[config.mk]
export PLATFORM = sky130hd
export DESIGN_NAME = merge_layer_2_1_rx
export DESIGN_NICKNAME = d
export VERILOG_FILES = /design/src/rtl/merge_layer_2_1_rx.sv
export SDC_FILE = /design/constraint.sdc
export NUM_CORES = 1
export LEC_CHECK = 0
export ABC_AREA = 0
export CELL_PAD_IN_SITES_DETAIL_PLACEMENT = 1
export CELL_PAD_IN_SITES_GLOBAL_PLACEMENT = 2
export CORE_MARGIN = 2
export CORE_UTILIZATION = 43
export DETAILED_ROUTE_END_ITERATION = 8
export PLACE_DENSITY_LB_ADDON = 0.15
export SKIP_LAST_GASP = 1
export SLEW_MARGIN = 10
export SYNTH_ARGS = -nofsm -noshare
export SYNTH_HDL_FRONTEND = slang
export SYNTH_SLANG_ARGS = --single-unit
[constraint.sdc]
create_clock -name clk -period 5.9 [get_ports clk]
set_input_delay 1.475 -clock clk [delete_from_list [all_inputs] [get_ports clk]]
set_output_delay 1.475 -clock clk [all_outputs]
set_load 0.05 [all_outputs]
[src/rtl/merge_layer_2_1_rx.sv]
`default_nettype none
// ============================================================================
// Module   : merge_layer_2_1_rx
// Purpose  : Receives two ascending sorted streams (A and B) using the
//            update/data/done protocol. Each stream is buffered in its own
//            local FIFO, and the two are merged into one ascending stream
//            on the same protocol, so this block can feed the next merge level.
// Ports    : clk, rst (sync, active-high), load (start a merge from IDLE),
//            a_update/a_data/a_done, b_update/b_data/b_done (input streams),
//            update/sorted_data/done (merged stream), busy, overflow (sticky
//            dropped-push flag), out_count (elements emitted since load).
// Revision : 1.0 - initial release
// ============================================================================

// ----------------------------------------------------------------------------
// merge_layer_2_1_rx_fifo : small FIFO with a registered head and no fall-through.
// i_clr empties the FIFO; a push on the same cycle is then written into the
// freshly emptied FIFO. o_drop flags a push that was lost because the FIFO
// was full and no pop happened on the same cycle.
// ----------------------------------------------------------------------------
module merge_layer_2_1_rx_fifo #(
  parameter int DATA_WIDTH = 8,
  parameter int FIFO_DEPTH = 8
) (
  input  logic                  clk,
  input  logic                  rst,
  input  logic                  i_clr,
  input  logic                  i_push,
  input  logic [DATA_WIDTH-1:0] i_din,
  input  logic                  i_pop,
  output logic [DATA_WIDTH-1:0] o_head,
  output logic                  o_empty,
  output logic                  o_drop
);
  localparam int AW = $clog2(FIFO_DEPTH);

  logic [DATA_WIDTH-1:0] r_mem [FIFO_DEPTH];
  logic [AW:0]           r_wp;
  logic [AW:0]           r_rp;
  logic                  w_full;
  logic                  w_wr;
  logic [AW-1:0]         w_wr_idx;

  // The extra pointer bit separates full from empty when the index bits match
  assign o_empty  = (r_wp == r_rp);
  assign w_full   = (r_wp[AW] != r_rp[AW]) && (r_wp[AW-1:0] == r_rp[AW-1:0]);
  assign o_head   = r_mem[r_rp[AW-1:0]];
  // A full FIFO still accepts a push when it pops on the same cycle
  assign w_wr     = i_push && (i_clr || !w_full || i_pop);
  assign o_drop   = i_push && !i_clr && w_full && !i_pop;
  assign w_wr_idx = i_clr ? '0 : r_wp[AW-1:0];

  always_ff @(posedge clk) begin
    if (rst) begin
      r_wp <= '0;
      r_rp <= '0;
    end else if (i_clr) begin
      r_rp <= '0;
      r_wp <= w_wr ? (AW+1)'(1) : '0;
    end else begin
      if (w_wr)  r_wp <= r_wp + (AW+1)'(1);
      if (i_pop) r_rp <= r_rp + (AW+1)'(1);
    end
  end

  always_ff @(posedge clk) begin
    if (!rst && w_wr) r_mem[w_wr_idx] <= i_din;
  end
endmodule

// ----------------------------------------------------------------------------
// merge_layer_2_1_rx : top level
// ----------------------------------------------------------------------------
module merge_layer_2_1_rx #(
  parameter int DATA_WIDTH = 8,
  parameter int FIFO_DEPTH = 8,
  parameter int CNT_W      = 8
) (
  input  logic                  clk,
  input  logic                  rst,
  input  logic                  load,
  input  logic                  a_update,
  input  logic [DATA_WIDTH-1:0] a_data,
  input  logic                  a_done,
  input  logic                  b_update,
  input  logic [DATA_WIDTH-1:0] b_data,
  input  logic                  b_done,
  output logic                  update,
  output logic [DATA_WIDTH-1:0] sorted_data,
  output logic                  done,
  output logic                  busy,
  output logic                  overflow,
  output logic [CNT_W-1:0]      out_count
);
  typedef enum logic [2:0] {
    S_IDLE    = 3'd0,
    S_MERGE   = 3'd1,
    S_DRAIN_A = 3'd2,
    S_DRAIN_B = 3'd3,
    S_DONE    = 3'd4
  } state_t;

  state_t                r_state;
  state_t                w_next;
  logic                  r_a_fin;
  logic                  r_b_fin;
  logic                  w_load_acc;
  logic                  w_accept_in;
  logic                  w_push_a;
  logic                  w_push_b;
  logic                  w_pop_a;
  logic                  w_pop_b;
  logic                  w_emit;
  logic [DATA_WIDTH-1:0] w_emit_data;
  logic [DATA_WIDTH-1:0] w_head_a;
  logic [DATA_WIDTH-1:0] w_head_b;
  logic                  w_empty_a;
  logic                  w_empty_b;
  logic                  w_drop_a;
  logic                  w_drop_b;

  // Inputs are only listened to while a merge is running, plus the load cycle
  assign w_load_acc  = load && (r_state == S_IDLE);
  assign w_accept_in = w_load_acc || (r_state == S_MERGE) ||
                       (r_state == S_DRAIN_A) || (r_state == S_DRAIN_B);
  assign w_push_a    = a_update && w_accept_in;
  assign w_push_b    = b_update && w_accept_in;

  merge_layer_2_1_rx_fifo #(
    .DATA_WIDTH (DATA_WIDTH),
    .FIFO_DEPTH (FIFO_DEPTH)
  ) u_fifo_a (
    .clk     (clk),
    .rst     (rst),
    .i_clr   (w_load_acc),
    .i_push  (w_push_a),
    .i_din   (a_data),
    .i_pop   (w_pop_a),
    .o_head  (w_head_a),
    .o_empty (w_empty_a),
    .o_drop  (w_drop_a)
  );

  merge_layer_2_1_rx_fifo #(
    .DATA_WIDTH (DATA_WIDTH),
    .FIFO_DEPTH (FIFO_DEPTH)
  ) u_fifo_b (
    .clk     (clk),
    .rst     (rst),
    .i_clr   (w_load_acc),
    .i_push  (w_push_b),
    .i_din   (b_data),
    .i_pop   (w_pop_b),
    .o_head  (w_head_b),
    .o_empty (w_empty_b),
    .o_drop  (w_drop_b)
  );

  // Pop decision and next state. A state change never emits on the same
  // cycle, which keeps done strictly after the final update.
  always_comb begin
    w_next  = r_state;
    w_pop_a = 1'b0;
    w_pop_b = 1'b0;
    case (r_state)
      S_IDLE: begin
        if (load) w_next = S_MERGE;
      end
      S_MERGE: begin
        if (!w_empty_a && !w_empty_b) begin
          // Ties go to A
          if (w_head_a <= w_head_b) w_pop_a = 1'b1;
          else                      w_pop_b = 1'b1;
        end else if (w_empty_a && w_empty_b && r_a_fin && r_b_fin) begin
          w_next = S_DONE;
        end else if (w_empty_a && r_a_fin) begin
          w_next = S_DRAIN_B;
        end else if (w_empty_b && r_b_fin) begin
          w_next = S_DRAIN_A;
        end
      end
      S_DRAIN_A: begin
        if (!w_empty_a)   w_pop_a = 1'b1;
        else if (r_a_fin) w_next  = S_DONE;
      end
      S_DRAIN_B: begin
        if (!w_empty_b)   w_pop_b = 1'b1;
        else if (r_b_fin) w_next  = S_DONE;
      end
      S_DONE: begin
        w_next = S_IDLE;
      end
      default: begin
        w_next = S_IDLE;
      end
    endcase
  end

  assign w_emit      = w_pop_a || w_pop_b;
  assign w_emit_data = w_pop_a ? w_head_a : w_head_b;

  // End-of-stream flags: cleared on load, then that cycle's done is applied
  always_ff @(posedge clk) begin
    if (rst) begin
      r_a_fin <= 1'b0;
      r_b_fin <= 1'b0;
    end else if (w_load_acc) begin
      r_a_fin <= a_done;
      r_b_fin <= b_done;
    end else if (w_accept_in) begin
      if (a_done) r_a_fin <= 1'b1;
      if (b_done) r_b_fin <= 1'b1;
    end
  end

  // FSM with registered outputs
  always_ff @(posedge clk) begin
    if (rst) begin
      r_state     <= S_IDLE;
      update      <= 1'b0;
      sorted_data <= '0;
      done        <= 1'b0;
      busy        <= 1'b0;
      overflow    <= 1'b0;
      out_count   <= '0;
    end else begin
      r_state <= w_next;
      update  <= w_emit;
      if (w_emit) sorted_data <= w_emit_data;
      done    <= (w_next == S_DONE);
      busy    <= (w_next != S_IDLE);
      if (w_load_acc)               overflow <= 1'b0;
      else if (w_drop_a || w_drop_b) overflow <= 1'b1;
      if (w_load_acc) out_count <= '0;
      else            out_count <= out_count + {{(CNT_W-1){1'b0}}, w_emit};
    end
  end
endmodule
`default_nettype wire

Word-level counts from Yosys, hierarchy flattened. Memories as Yosys holds them, arrays and structs flattened. A register that Yosys moved wholly into a read port is not among the register bits. Index checks and enable logic that the tools add are counted.

Muxes and demuxes: 41. Reduce and logical (&&, ||, !) cells: 48. Add/subtract/negate cells: 5. Magnitude comparators: 1. Equality and inequality tests: 10.

Operator list (number): 2-to-1 mux 3 bit (15); logical AND 1 bit (21); 2-to-1 mux 1 bit (18); adder 4 x 1 -> 4 bit (second input constant) (4); 2-to-1 mux 4 bit (4); case mux 3 bit (4 select lines) (1); nonzero test 2 bit (5); logical OR 1 bit (9); adder 8 x 1 -> 8 bit (1); equality test 4 bit (2); less-or-equal comparator 8 bit (1); zero test 1 bit (8); 2-to-1 mux 8 bit (1); equality test 3 x 2 -> 1 bit (second input constant) (2); equality test 3 bit (2); case mux 1 bit (2 select lines) (2); AND reduction 2 bit (2); equality test 3 x 1 -> 1 bit (second input constant) (1); equality test 3 bit (second input constant) (1); zero test 3 bit (1); nonzero test 3 bit (1); != test 1 bit (2); OR reduction 2 bit (1).

RAM bits: 128. Bits of input ports: 23. Output and inout port bits: 20. Memories kept: 2. Bits in registers: 41. Logic and storage cells: 120.

Memories: u_fifo_a.r_mem (words 8, bits a word 8, read ports 1, clocked after Yosys merged registers in 1, wr ports 1, RTL line 37) `logic [DATA_WIDTH-1:0] r_mem [FIFO_DEPTH];`; u_fifo_b.r_mem (words 8, bits a word 8, read ports 1, clocked after Yosys merged registers in 1, wr ports 1, RTL line 37).

Logic depth before layout (Yosys ltp). Gate-level depths: netlist of the first run.

Depth after elaboration: 10. Depth in mapped cells: 12. Mapped depth without buffers: 9.

By module. A second synthesis of the first run with hierarchy kept.

Cell total of the unflattened synthesis: 506. Area, all modules: 7568.5 um^2.

By module, submodules not included: merge_layer_2_1_rx_fifo (u_fifo_a) (area each 3106.7 um^2, seq. area each 2142.1 um^2, cells an instance 177, instances 1); merge_layer_2_1_rx_fifo (u_fifo_b) (area each 3098.0 um^2, seq. area each 2142.1 um^2, cells an instance 177, instances 1); merge_layer_2_1_rx (area each 1363.8 um^2, seq. area each 500.5 um^2, cells an instance 152, instances 1).

Worst setup path after synthesis of the first run. OpenSTA, ideal clock, no wires.

Kind: register -> register. Start point: register (tool-made name). End point: memory u_fifo_a.r_mem[6][0] (enable). Stages on the path, launching flop included: 12. Data arrival time: 4.037 ns. Data required time: 5.505 ns. Clock period less this slack: 4.432 ns. Path buffers: 2. Library setup time: 0.395 ns. Setup slack: 1.468 ns. Cells stage by stage: dfxtp_1 > buf_2 > buf_2 > mux4_2 > mux2_2 > ha_1 > a211oi_1 > nor2_1 > nand4bb_1 > a211oi_1 > o21ai_1 > nor4_1.

RTL lines (RTL line): end: declaration (37).

==> impl_metrics.py, run 1 <==
metrics = {
    "die": {
        "rows": 47,
        "die_y_um": 135,
        "dieArea_um2": 18300,
        "die_w_um": 135,
        "start_util": 0.444,
        "pin_count": 43,
        "core_um2": 16700,
    },
    "sta": {
        "rsz0062_at_grt": "no",
        "min_period_ns": 4.51,
        "fin_tns_setup_ns": 0,
        "worst_slack_ns": 1.39,
        "finalSetupViolations": 0,
        "fin_skew_ns": 0.0191,
        "period_share": 0.764,
        "worst_pin_slew_ns": 1.03,
        "slew_headroom": 0.315,
        "hold_viol": 0,
        "fmax_mhz": 222,
        "drv_slew": 0,
    },
    "clock_network": {
        "cts_buffer_depth": 2,
        "clock_sinks": 175,
        "cts_buffers": 17,
        "cts-root-buf": "clkbuf_16",
        "insertion_delay_ns": 0.44,
        "cts_tree": "yes",
        "cts-resized-gates": 0,
        "cts_hold_buf": 0,
        "clkSlewWorstSetupHoldPaths_ns": 0.07,
        "h-tree-depth": 4,
        "post_cts_buffers": 0,
    },
    "grt": {
        "grt_pass1_wl_um": 26700,
        "grt_pass1_vias": 4598,
        "antenna_found_initial": 0,
        "track_usage": 0.199,
        "grt_overflow_total": 0,
        "grt_max_degree": 26,
    },
    "hold_path": {
        "min_path_type": "flip-flop to flip-flop",
        "min_from": "sorted_data[3]$_SDFFE_PP0N_",
    },
    "logic_synthesis": {
        "yosysSeqAreaShare": 0.646,
        "ys_warn_count": 0,
        "synth-main-ff-cell": "edfxtp_1",
        "synth.area.top_cells": "edfxtp_1, dfxtp_1, mux4_2",
        "synth_edf_count": 128,
        "synth_nets": 525,
        "synth_cells": 488,
        "netlist.area_leader.share": 0.519,
        "synth_cell_type_count": 54,
        "async_flop_share": 0,
        "synth_top_area_cell": "edfxtp_1",
        "synthesis.area_um2": 7410,
        "avgSynthCellArea_um2": 15.2,
        "ys_ff_latch": 175,
    },
    "cells_and_area": {
        "multiInputGateArea_um2": 2480,
        "layout_commonest_cell": "edfxtp_1",
        "drive_above_1_share": 0.171,
        "area_delta_synth_final_pct": 17.7,
        "num_antenna_cells": 0,
        "layout.area.seq_um2": 4780,
        "final_nets": 575,
        "layout.cells.non_filler": 771,
        "layout_common_cells": "edfxtp_1, dfxtp_1, clkdlybuf4s50_1",
        "n_fill_cell": 1622,
    },
    "critical_path": {
        "crit_buf_inv": 2,
        "critPathSlowestCell": "dfxtp_1",
        "path_cells": "buf_4, mux4_2, mux2i_1, ha_1, a211oi_1, nor2_1, nand4bb_1, a211oi_1, o21ai_1, nor4_1, buf_4",
        "crit_type": "flip-flop to flip-flop",
        "critical-path-top-delay-family": "compound AO/OA/AOI/OAI gates",
        "required_ns": 6.03,
        "crit_fanout": 10,
        "cp.arrival_ns": 4.64,
        "setup.worst_path.start_class": "flip-flop",
        "cp_slowest_stage_delay_ns": 0.75,
        "end_kind": "flip-flop",
    },
    "route": {
        "via_per_inst": 5.53,
        "routed-via-count": 4264,
        "drc_errors": 0,
        "totalWireLength_um": 16700,
        "ant_nets": 0,
        "first_iter_violations": 158,
        "met1_length_um": 7290,
        "wl_met2_um": 8960,
        "topRoutingLayerUsed": "met4",
        "post_drt_wl_per_cell_um": 21.7,
        "wl_met3_um": 370,
        "dr.pass1.iters": 6,
    },
    "pwr": {
        "total_power_w": 0.00271,
        "leakage_nw": 2.93,
        "p_per_area_nw_per_um2": 311,
        "max-vdd-ir-drop_v": 0.000194,
    },
    "placement": {
        "port_buffers": 42,
        "post-place-ws_ns": 1.30,
        "dpl.hpwl_um": 11800,
        "gp_congestion": 0.774,
        "dp_cells": 739,
    },
    "status": {
        "status": "complete, no violations",
    },
    "flow_run": {
        "cap_violations": 0,
    },
}
==> final timing paths <==
| check | endpoint | slack, ns | depth (start not counted) |
|---|---|---|---|
| hold reg to reg | sorted_data[3]$_SDFFE_PP0N_ | 0.47 | 1 |
| setup reg to reg | u_fifo_a.r_mem[6][6]$_DFFE_PP_ | 1.39 | 11 |
| setup / recovery | u_fifo_a.r_mem[6][6]$_DFFE_PP_ | 1.39 | 11 |
| hold / removal | sorted_data[3]$_SDFFE_PP0N_ | 0.47 | 1 |
==> per-layer routing <==
| metal | GRT usage | vias up |
|---|---|---|
| met2 | 0.355 | 51 |
| met1 | 0.243 | 2179 |
| met5 | 0 | - |
| met4 | 0.0503 | 0 |
| met3 | 0.0483 | 10 |
| li1 | - | 2024 |
==> stage by stage <==
stage | hold slack [ns] | instance area, um2 | util
after CTS | 0.482 | 8720 | 0.522
final | 0.472 | 8720 | 0.522
after global placement | 0.464 | 8090 | 0.485
after global routing | 0.499 | 8720 | 0.522
after floorplan | 0.455 | 7410 | -
after detailed placement | 0.462 | 8090 | 0.485
==> synthesized netlist by cell type (all sizes together), types with 4 or more instances <==
master and number:
nor4 6, nand2 15, nor3 15, clkbuf 13
nor2 21, and3 5, mux2i 14, a211oi 5
nand2b 15, nor2b 5, xor2 9, and2 6
dfxtp 47, and4 8, inv 6, a21oi 24
a211o 10, mux2 9, ha 14, nand4 4
edfxtp 128, mux4 32, o21ai 10, o211ai 5
xnor2 7, buf 12, nand3 15
==> report_power, final <==
group / leakage, nW / switching [W] / internal (W)
registers: 1.53 / 0.0000174 / 0.00134
clock network: 0.305 / 0.000498 / 0.000682
logic: 1.09 / 0.000110 / 0.0000696
total: 2.93 / 0.000625 / 0.00209
==> flip-flops by register name, indices dropped and copies added (netlist names), 3 cells and up, named ones only <==
name,flops
out_count,8
r_state,3
sorted_data,8
u_fifo_a.r_mem,64
u_fifo_a.r_rp,4
u_fifo_a.r_wp,4
u_fifo_b.r_mem,64
u_fifo_b.r_rp,4
u_fifo_b.r_wp,4
==> cell families after synthesis <==
| logic type | synth area share |
|---|---|
| xor+xnor | 0.0189 |
| fa+ha+maj | 0.0236 |
| mux | 0.130 |
| compound gates | 0.0711 |
| buf+inv | 0.0194 |
| simple gates | 0.0910 |
| flops | 0.646 |
==> layout make-up <==
type	count	area share
Clock inverter	15	0.0227
Tap cell	220	0.0316
Clock buffer	17	0.0488
Inverter	6	0.00258
Sequential cell	175	0.549
Timing Repair Buffer	56	0.0603
Multi-Input combinational cell	282	0.285
(Power assumes the default switching activity.)
==> inputs of run 2 (changes only) <==
==> constraint.sdc (replaced) <==
create_clock -name clk -period 4.3 [get_ports clk]
set_input_delay 1.075 -clock clk [delete_from_list [all_inputs] [get_ports clk]]
set_output_delay 1.075 -clock clk [all_outputs]
set_load 0.05 [all_outputs]
==> run 2 against run 1 <==
  * Combinational power is 44% higher
  * Sequential power is 38% higher
  * Worst hold slack worse by 0.0027 ns
  * Critical path type unchanged
  * Largest cell class unchanged
  * Largest power group unchanged
==> impl_metrics.py, run 2 (synthesis gave the netlist of run 1 again) <==
metrics = {
    "sta": {
        "worst_slack_ns": 0.307,
        "drv_slew": 0,
        "hold_viol": 0,
        "rsz0062_at_grt": "no",
        "finalSetupViolations": 0,
        "period_share": 0.929,
        "fin_skew_ns": 0.0128,
        "fmax_mhz": 250,
        "slew_headroom": 0.462,
        "min_period_ns": 3.99,
        "worst_pin_slew_ns": 0.804,
    },
    "placement": {
        "post-place-ws_ns": 0.277,
        "port_buffers": 42,
        "gp_congestion": 0.816,
        "dpl.hpwl_um": 12000,
    },
    "clock_network": {
        "h-tree-depth": 4,
        "cts_hold_buf": 0,
        "post_cts_buffers": 0,
        "clkSlewWorstSetupHoldPaths_ns": 0.07,
        "insertion_delay_ns": 0.43,
        "cts_buffers": 17,
        "cts_tree": "yes",
        "cts-resized-gates": 0,
        "cts-root-buf": "clkbuf_16",
        "clock_sinks": 175,
        "cts_buffer_depth": 2,
    },
    "cells_and_area": {
        "layout_common_cells": "edfxtp_1, dfxtp_1, clkdlybuf4s50_1",
        "utilization": 0.528,
        "layout_commonest_cell": "edfxtp_1",
        "area_delta_synth_final_pct": 19.1,
        "num_antenna_cells": 0,
        "final_nets": 586,
        "drive_above_1_share": 0.187,
        "top_regs": "u_fifo_a.r_mem: 64 flops, u_fifo_b.r_mem: 64 flops",
    },
    "route": {
        "ant_nets": 0,
        "drc_errors": 0,
        "via_per_inst": 5.57,
        "post_drt_wl_per_cell_um": 21.1,
        "totalWireLength_um": 16500,
        "routed-via-count": 4356,
        "first_iter_violations": 209,
        "dr.pass1.iters": 6,
    },
    "critical_path": {
        "required_ns": 4.38,
        "crit_type": "flip-flop to flip-flop",
        "rr_worst_depth": 11,
        "r2r-end": "u_fifo_a.r_mem[5][2]$_DFFE_PP_",
        "r2r_slack_ns": 0.31,
        "cp.arrival_ns": 4.07,
        "crit_fanout": 16,
        "setup.worst_path.start_class": "flip-flop",
        "end_kind": "flip-flop",
    },
    "pwr": {
        "p_per_area_nw_per_um2": 420,
        "leakage_nw": 2.98,
        "max-vdd-ir-drop_v": 0.000392,
    },
    "flow_run": {
        "cap_violations": 0,
    },
    "die": {
        "dieArea_um2": 18300,
        "die_w_um": 135,
        "core_um2": 16700,
        "pin_count": 43,
        "start_util": 0.444,
        "die_y_um": 135,
        "rows": 47,
    },
    "status": {
        "status": "complete, no violations",
    },
    "grt": {
        "grt_pass1_vias": 4702,
        "antenna_found_initial": 0,
        "track_usage": 0.193,
        "grt_pass1_wl_um": 25900,
        "grt_max_degree": 25,
        "grt_overflow_total": 0,
    },
    "hold_path": {
        "min_to": "sorted_data[6]$_SDFFE_PP0N_",
        "holdPathStages": 1,
        "min_path_type": "flip-flop to flip-flop",
        "min_from": "sorted_data[6]$_SDFFE_PP0N_",
    },
}
-- run 2: cell types whose count changed in the layout (fill, tap and decap cells not counted) --
cell / previous run / this run
buf_12: 0 / 2
clkinv_2: 1 / 0
buf_4: 14 / 23
inv_8: 3 / 1
clkinvlp_4: 1 / 3
inv_6: 5 / 4
nor3_2: 0 / 1
nor3_1: 15 / 14
clkbuf_8: 0 / 1
clkbuf_1: 0 / 1
-- run 2: stage by stage --
step / hold slack [ns] / cells / area (um2) / TNS [ns] / power (W)
after global routing: 0.485 / 782 / 8820 / 0 / 0.00383
after global placement: 0.456 / 750 / 8200 / 0 / 0.00215
after CTS: 0.471 / 782 / 8820 / 0 / 0.00374
after floorplan: 0.455 / 488 / 7410 / -2.11 / 0.00204
after detailed placement: 0.455 / 750 / 8200 / 0 / 0.00216
final: 0.469 / 782 / 8820 / 0 / 0.00371
-- run 2: critical path, cell delays in order, from the launching register on --
cell	delay [ns]
dfxtp_1	0.36
buf_12	0.19
mux4_2	0.52
mux2_2	0.32
ha_1	0.32
o21ai_0	0.23
nor2_1	0.09
o31a_1	0.27
buf_4	0.17
a211o_1	0.30
a21oi_1	0.35
and4_1	0.52
-- run 2: how the worst max path moves through the flow --
stage	endpoint	slack (ns)	depth (start not counted)
after floorplan	u_fifo_a.r_mem[6][0]$_DFFE_PP_	-0.13	11
after global placement	u_fifo_a.r_mem[1][1]$_DFFE_PP_	0.42	11
after detailed placement	u_fifo_a.r_mem[4][4]$_DFFE_PP_	0.28	11
after CTS	u_fifo_a.r_mem[5][4]$_DFFE_PP_	0.26	11
after global routing	u_fifo_a.r_mem[5][2]$_DFFE_PP_	0.09	11
final	u_fifo_a.r_mem[5][2]$_DFFE_PP_	0.31	11
-- run 2: layout make-up --
cell class	instances	area [um2]
Fill cell	1607	7880
Sequential cell	175	4780
Multi-Input combinational cell	282	2490
Tap cell	220	275
Inverter	6	22.5
Clock inverter	13	176
Timing Repair Buffer	67	633
Clock buffer	19	443
-- run 2: layer usage --
layer	vias to the layer above	wire [um]	part of all wire	global-route usage
met5	-	0	0	0
met4	0	386	0.023	0.0729
met3	23	520	0.031	0.0468
met2	77	8170	0.49	0.321
met1	2213	7430	0.45	0.245
li1	2043	-	-	-
-- run 2: report_power, final --
| group | total, W | leakage [nW] | switching (W) | internal (W) |
|---|---|---|---|---|
| clock | 0.00159 | 0.293 | 0.000646 | 0.000942 |
| sequential | 0.00186 | 1.53 | 0.0000231 | 0.00183 |
| combinational | 0.000260 | 1.15 | 0.000157 | 0.000103 |
